`config.mk`:
```
export PLATFORM = sky130hd
export DESIGN_NAME = if_stage_flat
export DESIGN_NICKNAME = d
export VERILOG_FILES = /design/src/rtl/if_stage_if.sv /design/src/rtl/if_stage.sv /design/src/flat_wrapper.sv
export SDC_FILE = /design/constraint.sdc
export NUM_CORES = 1
export LEC_CHECK = 0
export CORE_UTILIZATION = 46
export CTS_BUF_LIST = sky130_fd_sc_hd__clkbuf_16
export DETAILED_ROUTE_END_ITERATION = 8
export HOLD_SLACK_MARGIN = 0.02
export PLACE_DENSITY = 0.71
export SLEW_MARGIN = 10
export SYNTH_ARGS = -nofsm -noshare
export SYNTH_HDL_FRONTEND = slang
export SYNTH_SLANG_ARGS = --single-unit
```
`constraint.sdc`:
```
create_clock -name clk -period 6.7 [get_ports clk]
set_input_delay 0.67 -clock clk [delete_from_list [all_inputs] [get_ports clk]]
set_output_delay 0.67 -clock clk [all_outputs]
set_load 0.05 [all_outputs]
```
`src/rtl/if_stage_if.sv`:
```
// Instruction-memory bus between the fetch stage (master) and instruction memory (slave).
// Carries one request channel and one response channel.
interface if_stage_if;
    logic        req_valid;
    logic        req_ready;
    logic [63:0] req_addr;
    logic        resp_valid;
    logic [31:0] resp_data;
    logic        resp_err;

    modport master (
        output req_valid,
        output req_addr,
        input  req_ready,
        input  resp_valid,
        input  resp_data,
        input  resp_err
    );

    modport slave (
        input  req_valid,
        input  req_addr,
        output req_ready,
        output resp_valid,
        output resp_data,
        output resp_err
    );
endinterface

```
`src/rtl/if_stage.sv`:
```
// Instruction fetch stage: one outstanding imem fetch, redirect/drop handling,
// misaligned-target and access-fault exceptions presented to decode.
module if_stage #(
    parameter logic [63:0] PC_RESET = 64'h0000_0000_8000_0000,
    parameter logic [31:0] NOP_INST = 32'h0000_0013
) (
    input  logic         clk,
    input  logic         rst,
    if_stage_if.master   imem,
    input  logic         i_redirect_valid,
    input  logic [63:0]  i_redirect_pc,
    input  logic         i_id_ready,
    output logic         o_inst_valid,
    output logic [31:0]  o_inst,
    output logic [63:0]  o_inst_addr,
    output logic [1:0]   o_if_excp
);

    typedef enum logic [1:0] {REQ, WAIT, HOLD, TRAP} state_t;

    state_t      r_state;
    state_t      w_state_next;
    logic [63:0] r_pc;
    logic [63:0] w_pc_next;
    logic [63:0] r_req_addr;
    logic [63:0] w_req_addr_next;
    logic        r_drop;
    logic        w_drop_next;
    logic [31:0] r_inst;
    logic [31:0] w_inst_next;
    logic [63:0] r_inst_addr;
    logic [63:0] w_inst_addr_next;
    logic [1:0]  r_excp;
    logic [1:0]  w_excp_next;
    logic        w_load;
    logic [63:0] w_target;

    always_ff @(posedge clk) begin
        if (rst) begin
            r_state     <= REQ;
            r_pc        <= PC_RESET;
            r_req_addr  <= PC_RESET;
            r_drop      <= 1'b0;
            r_inst      <= 32'h0;
            r_inst_addr <= 64'h0;
            r_excp      <= 2'b00;
        end else begin
            r_state     <= w_state_next;
            r_pc        <= w_pc_next;
            r_req_addr  <= w_req_addr_next;
            r_drop      <= w_drop_next;
            r_inst      <= w_inst_next;
            r_inst_addr <= w_inst_addr_next;
            r_excp      <= w_excp_next;
        end
    end

    // r_req_addr is kept apart from r_pc so a pending request stays stable across redirects.
    always_comb begin
        w_state_next     = r_state;
        w_pc_next        = r_pc;
        w_req_addr_next  = r_req_addr;
        w_drop_next      = r_drop;
        w_inst_next      = r_inst;
        w_inst_addr_next = r_inst_addr;
        w_excp_next      = r_excp;
        w_load           = 1'b0;
        w_target         = r_pc;

        case (r_state)
            REQ: begin
                if (i_redirect_valid) begin
                    w_pc_next   = i_redirect_pc;
                    w_drop_next = 1'b1;
                end
                if (imem.req_ready) begin
                    w_state_next = WAIT;
                end
            end
            WAIT: begin
                if (i_redirect_valid) begin
                    if (imem.resp_valid) begin
                        w_load   = 1'b1;
                        w_target = i_redirect_pc;
                    end else begin
                        w_pc_next   = i_redirect_pc;
                        w_drop_next = 1'b1;
                    end
                end else if (imem.resp_valid) begin
                    if (r_drop) begin
                        w_load   = 1'b1;
                        w_target = r_pc;
                    end else begin
                        w_inst_next      = imem.resp_err ? NOP_INST : imem.resp_data;
                        w_inst_addr_next = r_pc;
                        w_excp_next      = {imem.resp_err, 1'b0};
                        w_state_next     = HOLD;
                    end
                end
            end
            HOLD: begin
                if (i_redirect_valid) begin
                    w_load   = 1'b1;
                    w_target = i_redirect_pc;
                end else if (i_id_ready) begin
                    if (r_excp != 2'b00) begin
                        w_state_next = TRAP;
                    end else begin
                        w_load   = 1'b1;
                        w_target = r_pc + 64'd4;
                    end
                end
            end
            TRAP: begin
                if (i_redirect_valid) begin
                    w_load   = 1'b1;
                    w_target = i_redirect_pc;
                end
            end
            default: begin
                w_state_next = REQ;
            end
        endcase

        // A misaligned target is never fetched; it is presented directly as an exception.
        if (w_load) begin
            w_pc_next   = w_target;
            w_drop_next = 1'b0;
            if (w_target[1:0] != 2'b00) begin
                w_state_next     = HOLD;
                w_inst_next      = NOP_INST;
                w_inst_addr_next = w_target;
                w_excp_next      = 2'b01;
            end else begin
                w_state_next    = REQ;
                w_req_addr_next = w_target;
            end
        end
    end

    assign imem.req_valid = (r_state == REQ) && !rst;
    assign imem.req_addr  = r_req_addr;
    assign o_inst_valid   = (r_state == HOLD) && !rst;
    assign o_inst         = r_inst;
    assign o_inst_addr    = r_inst_addr;
    assign o_if_excp      = r_excp;

endmodule

```
`src/flat_wrapper.sv`:
```
// flat-port wrapper written by rule: the top's interface ports become plain ports
module if_stage_flat 
#(
    parameter logic [63:0] PC_RESET = 64'h0000_0000_8000_0000,
    parameter logic [31:0] NOP_INST = 32'h0000_0013
)
  (clk, rst, i_redirect_valid, i_redirect_pc, i_id_ready, o_inst_valid, o_inst, o_inst_addr, o_if_excp, imem_req_valid, imem_req_addr, imem_req_ready, imem_resp_valid, imem_resp_data, imem_resp_err);
  if_stage_if imem_i ();
  input  logic clk;
  input  logic rst;
  input  logic i_redirect_valid;
  input  logic [63:0] i_redirect_pc;
  input  logic i_id_ready;
  output logic o_inst_valid;
  output logic [31:0] o_inst;
  output logic [63:0] o_inst_addr;
  output logic [1:0] o_if_excp;
  output wire logic [$bits(imem_i.req_valid)-1:0] imem_req_valid;
  output wire logic [$bits(imem_i.req_addr)-1:0] imem_req_addr;
  input wire logic [$bits(imem_i.req_ready)-1:0] imem_req_ready;
  input wire logic [$bits(imem_i.resp_valid)-1:0] imem_resp_valid;
  input wire logic [$bits(imem_i.resp_data)-1:0] imem_resp_data;
  input wire logic [$bits(imem_i.resp_err)-1:0] imem_resp_err;
  assign imem_req_valid = imem_i.req_valid;
  assign imem_req_addr = imem_i.req_addr;
  assign imem_i.req_ready = imem_req_ready;
  assign imem_i.resp_valid = imem_resp_valid;
  assign imem_i.resp_data = imem_resp_data;
  assign imem_i.resp_err = imem_resp_err;
  if_stage #(.PC_RESET(PC_RESET), .NOP_INST(NOP_INST)) u_core (.clk(clk), .rst(rst), .imem(imem_i), .i_redirect_valid(i_redirect_valid), .i_redirect_pc(i_redirect_pc), .i_id_ready(i_id_ready), .o_inst_valid(o_inst_valid), .o_inst(o_inst), .o_inst_addr(o_inst_addr), .o_if_excp(o_if_excp));
endmodule
```
# ---- After elaboration in Yosys (flattened, before gate mapping)
# Index checks and enable logic that the tools add are counted.
dict set report totals {
  output_inout_bits 164
  regBits 229
  wordCells 91
  in_bits 103
}
dict set report classes {
  bitwise_logic 1
  muxes 53
  n_reduce_logical 14
  addsub 1
  n_eq_ne 15
}
# op n
set op_table {}
lappend op_table {{$mux W64} 15}
lappend op_table {{$mux W32} 7}
lappend op_table {{$pmux W64 S3} 1}
lappend op_table {{$pmux W64 S2} 1}
lappend op_table {{$add A64 B3 Y64 const B} 1}
lappend op_table {{$mux W2} 15}
lappend op_table {{$ne A3 B2 Y1 const B} 7}
lappend op_table {{$mux W1} 11}
lappend op_table {{$reduce_and A8 Y1} 1}
lappend op_table {{$ne A2 B2 Y1 const B} 3}
lappend op_table {{$pmux W2 S3} 1}
lappend op_table {{$reduce_bool A2 Y1} 3}
lappend op_table {{$eq A2 B2 Y1 const B} 2}
lappend op_table {{$reduce_and A4 Y1} 1}
lappend op_table {{$reduce_bool A4 Y1} 1}
lappend op_table {{$ne A3 B1 Y1 const B} 1}
lappend op_table {{$ne A3 B3 Y1 const B} 1}
lappend op_table {{$pmux W1 S3} 1}
lappend op_table {{$reduce_and A3 Y1} 1}
lappend op_table {{$reduce_bool A3 Y1} 1}
lappend op_table {{$eq A2 B1 Y1 const B} 1}
lappend op_table {{$logic_and A1 B1 Y1} 2}
lappend op_table {{$logic_not A2 Y1} 1}
lappend op_table {{$pmux W1 S2} 1}
lappend op_table {{other kinds (4)} 4}

# ---- Depth between registers and ports, before layout
dict set report logic_depth {
  word_depth 8
  ltp_mapped 12
  mapped_depth_nobuf 8
}

# ---- Worst setup path before layout
# No wires, ideal clock.
dict set report synth_timing {
  path_kind {in2reg}
  startpoint {input port i_id_ready}
  endpoint {register u_core.r_inst_addr[27], in the netlist u_core.o_inst_addr[27]}
  cell_stages 8
  setup_slack_ns 3.843
  setup_ns 0.142
  path_buffers 2
  required_time_ns 6.558
  t_arrival_ns 2.715
  cell_sequence {or3b_4 -> or4_1 -> buf_2 -> buf_2 -> o41ai_1 -> o41ai_2 -> nor3_1 -> a311oi_1}
}
dict set report synth_via {
  elab_chain_cells 6
  elab_cells_between_ends 9
  classes_between {8 x mux; 1 x reduce/logical}
}
# element line_no
set synth_lines {}
lappend synth_lines {{start: declaration} flat_wrapper.sv:13} ;# input logic i_id_ready;
lappend synth_lines {{$mux W64} if_stage.sv:105} ;# end else if (i_id_ready) begin
lappend synth_lines {{$mux W64} if_stage.sv:102} ;# if (i_redirect_valid) begin
lappend synth_lines {{$pmux W64 S3} if_stage.sv:70} ;# case (r_state)
lappend synth_lines {{$reduce_bool A2 Y1} if_stage.sv:129} ;# if (w_target[1:0] != 2'b00) begin
lappend synth_lines {{$mux W64} if_stage.sv:129}
lappend synth_lines {{$mux W64 (*)} if_stage.sv:126} ;# if (w_load) begin
lappend synth_lines {{end signal: assignment} if_stage.sv:53} ;# r_inst_addr <= w_inst_addr_next;
lappend synth_lines {{end: declaration} if_stage.sv:31} ;# logic [63:0] r_inst_addr;
# Every way passes the cells marked *; elsewhere a longest branch is shown, timed or not.
# A chain may end at the register's enable or synchronous reset.

# ---- Final worst setup path
dict set report layout_timing {
  startpoint {register u_core.r_state[0]}
  endpoint {register u_core.r_req_addr[57], in the netlist u_core.imem.req_addr[57]}
}
dict set report layout_via {
  elab_chain_cells 5
  elab_cells_between_ends 8
  classes_between {3 x eq/ne; 2 x mux; 1 x bitwise; 2 x reduce/logical}
}
# element line_no
set layout_lines {}
lappend layout_lines {{start: declaration} if_stage.sv:21} ;# state_t r_state;
lappend layout_lines {{start signal: assignment} if_stage.sv:48} ;# r_state <= w_state_next;
lappend layout_lines {{$eq A2 B2 Y1 or $eq A2 B1 Y1 (tied branches)} if_stage.sv:70}
lappend layout_lines {{$pmux W64 S3} if_stage.sv:70}
lappend layout_lines {{$reduce_bool A2 Y1} if_stage.sv:129}
lappend layout_lines {{$not A1 Y1 (no source line)} --}
lappend layout_lines {{$reduce_and A2 Y1 (no source line)} --}
lappend layout_lines {{end signal: assignment} if_stage.sv:50} ;# r_req_addr <= w_req_addr_next;
lappend layout_lines {{end: declaration} if_stage.sv:25} ;# logic [63:0] r_req_addr;
# Parallel ways exist; a longest one is shown, timed or not.

==> qor.txt <==
Minimum clock period -> 4.56 ns
Yosys warnings -> 0
Post-Syn Nets -> 1972
Worst Setup Start Kind -> flip-flop
GR met3 Demand/Resource -> 9.28%
Initial DRT Pass Iterations -> 6
Largest net degree at the start of global routing -> 104
Initial antenna violation count -> 0
DRC viols -> 0
VDD IR-drop max -> 275 uV
Clock slew at reported path FFs -> 0.06 ns
Slew headroom -> 19.2%
Maxcap violations -> 0
Slew Limit Fails -> 0
Layout cells sized above 1 -> 4.65%
Finished Core Util -> 59.2%
Non-Filler Instances -> 2382
Antenna diodes -> 0
Netlist Area Pre-Place -> 13500 sq um
Initial Utilization -> 46.9%
First-pass GRT wire length -> 85.9 mm
Crit. End Element -> flip-flop
Clock Latency Late Sink -> 0.55 ns
H-tree depth -> 1
P_leak -> 5.82 nW
Root buf cell -> clkbuf_16
Num ports -> 267
Cts hold-fix bufs -> 0
Share of flip-flops with an asynchronous set or reset -> 0%
GR Layer Usage met1 -> 45.4%
Total Wirelength -> 56.1 mm
CP max stage cell -> nand3_1
DR WL/cell -> 23.5 um
CP Max Fanout -> 22
Synth Instances -> 1864
1st-iter DRT viols -> 1930
EDFF count, synth -> 0
Number of fillers in the final layout -> 2677
Setup TNS -> 0 ns
Cell Rows -> 62
Unrepaired setup endpoints after global routing -> false
Yosys reg bits -> 229
Via count -> 15759
Synth Flop Type -> dfxtp_1
Post-CTS resize count -> 0
Layout Skew -> 0.0157 ns
Vias in the first global route -> 14563
IO Port Bufs -> 266
Total gr overflow -> 0
Routability cong. -> 0.971
Busiest grt layer -> met2
CP peak stage delay -> 1.09 ns
Clock buffer depth -> 3
Die X-Extent -> 173 um
Critical Path AT -> 4.99 ns
Total Routing Usage GR -> 36.1%
Outcome -> finished clean
Pwr dens -> 350 nW/um^2
CP required -> 7.13 ns
Die area -> 30000 sq um
Setup violations, final -> 0
Setup Fix Bufs, Post-CTS -> 0
Min-delay worst type -> reg2reg
Core area -> 28800 sq um
Die Y -> 173 um
Seq/Total Area, Yosys -> 34.0%
Tot Pwr -> 5.95 mW
Met2 Usage GRT -> 56.4%
CTS tree -> yes
Mean post-synth cell area -> 7.23 sq um
CP Class -> reg2reg
P&R area growth vs syn -> 26.3%
Cell variety after synth -> 73
Num Clock Sinks -> 229
TritonCTS Buffers -> 27
Measured slew at the worst slew-check pin -> 1.21 ns
DP Wirelength -> 37.2 mm
Via/cell ratio -> 6.62
Post-route ant nets -> 0
Nets@finish -> 2089
FF+latch area -> 4580 sq um
FMAX -> 219 MHz
Final Hold Viols -> 0
Fin crit share -> 68.1%
Cell count after placement -> 2336
CP Cell Sequence -> inv_1 > ha_1 > o21ai_0 > a21oi_4 > nand3_1 > and3_1 > a41o_1
Area of the multi-input gates -> 8180 sq um
-- cell usage after synthesis (11+ instances only) --
cell / n / area, sq um
nand2_1: 282 / 1060
clkbuf_1: 175 / 657
a21o_1: 13 / 97.6
a31oi_1: 39 / 244
a221oi_1: 28 / 245
or3_1: 19 / 119
dfxtp_1: 229 / 4580
o21ai_0: 140 / 701
buf_1: 15 / 56.3
nor3_1: 50 / 250
nor3b_1: 32 / 240
inv_1: 15 / 56.3
a221o_1: 17 / 170
a211oi_1: 27 / 203
and3_1: 44 / 275
a21oi_1: 143 / 716
a22oi_1: 15 / 113
nor4_1: 34 / 213
nor2_1: 178 / 668
and4_1: 11 / 96.3
nand3_1: 68 / 340
mux2i_1: 22 / 220
nand4_1: 33 / 206
a311oi_1: 39 / 342
or4_1: 14 / 105
o211ai_1: 14 / 105
o22ai_1: 11 / 68.8
buf_2: 11 / 55.1
-- layout by cell type (no fill, tap or decap), types with 7 or more instances in the layout --
master / n
clkdlybuf4s50_1: 265
a311oi_1: 39
a21oi_1: 142
a221oi_1: 27
o31ai_1: 9
a41oi_1: 9
and4_1: 11
o31a_1: 7
or4_1: 14
a22o_1: 8
a31oi_1: 39
nor3b_1: 32
nor2_1: 177
a21o_1: 12
and2_1: 8
o21ai_0: 139
xnor2_1: 7
nor3_1: 49
o22ai_1: 11
o211ai_1: 14
a21boi_0: 9
a22oi_1: 15
a211oi_1: 27
and3_1: 43
buf_4: 24
nor4_1: 34
nand4_1: 33
a221o_1: 17
nand2_1: 282
o311a_1: 9
clkinv_1: 7
o311ai_0: 7
clkbuf_16: 27
dfxtp_1: 229
nand3_1: 67
inv_1: 17
mux2i_1: 22
or3_1: 19
-- sequential cells by signal, indices dropped and copies added, names as in the netlist --
name / flops
u_core.o_inst_addr: 64
u_core.o_inst: 32
u_core.r_drop: 1
u_core.r_pc: 64
u_core.imem.req_addr: 64
u_core.o_if_excp: 2
u_core.r_state: 2
-- through the flow --
| stage | area [sq um] | hold WS (ns) | worst slack (ns) |
|---|---|---|---|
| after detailed placement | 16200 | 0.450 | 1.70 |
| after floorplan | 13500 | 0.477 | 3.84 |
| after CTS | 17000 | 0.457 | 2.22 |
| final | 17000 | 0.452 | 2.14 |
| after global placement | 16200 | 0.445 | 1.86 |
| after global routing | 17000 | 0.491 | 1.93 |
-- final cells by class --
type,count,share of cell area (%)
Sequential cell,229,26.9
Clock inverter,19,1.15
Multi-Input combinational cell,1417,48.0
Tap cell,384,2.82
Inverter,16,0.353
Timing Repair Buffer,290,16.8
Clock buffer,27,3.97
-- path summary, 6_finish.rpt --
check | start | endpoint | slack [ns] | depth (start not counted)
worst min register to register | u_core.imem.req_addr[2]$_SDFFE_PP0P_ | u_core.imem.req_addr[2]$_SDFFE_PP0P_ | 0.45 | 2
worst max-delay path | u_core.r_state[0]$_SDFFE_PP0P_ | u_core.imem.req_addr[57]$_SDFFE_PP0P_ | 2.14 | 7
worst max register to register | u_core.r_state[0]$_SDFFE_PP0P_ | u_core.imem.req_addr[57]$_SDFFE_PP0P_ | 2.14 | 7
worst min-delay path | u_core.imem.req_addr[2]$_SDFFE_PP0P_ | u_core.imem.req_addr[2]$_SDFFE_PP0P_ | 0.45 | 2
-- layer usage --
| metal | up-vias | share of wire, % |
|---|---|---|
| li1 | 7105 | - |
| met5 | - | 0 |
| met4 | 0 | 5.9 |
| met2 | 1042 | 44 |
| met3 | 188 | 11 |
| met1 | 7424 | 39 |
-- critical path, delay by kind of cell, from the launching register on --
family	cells	cell delay (ns)
flops	1	0.33
simple gates	2	1.66
buf+inv	1	0.14
compound gates	3	1.67
fa+ha+maj	1	0.64
-- kinds of logic after synthesis --
logic type	count (synthesis)	synth area share, %
adders and majority gates	5	0.464
DFF	229	34.0
xor gates and xnor gates	12	0.779
buffers and inverters	218	6.18
and+or+nand+nor	797	28.4
AOI/OAI and AO/OA	579	28.4
muxes	24	1.80
-- where the power goes --
part	total (mW)	internal [mW]	switching, mW	leakage [nW]
Clock	1.49	0.880	0.613	0.423
Sequential	2.10	1.62	0.474	1.86
Combinational	2.36	0.777	1.58	3.53
Total	5.95	3.28	2.67	5.82
Power figures use the tool's default switching activity.
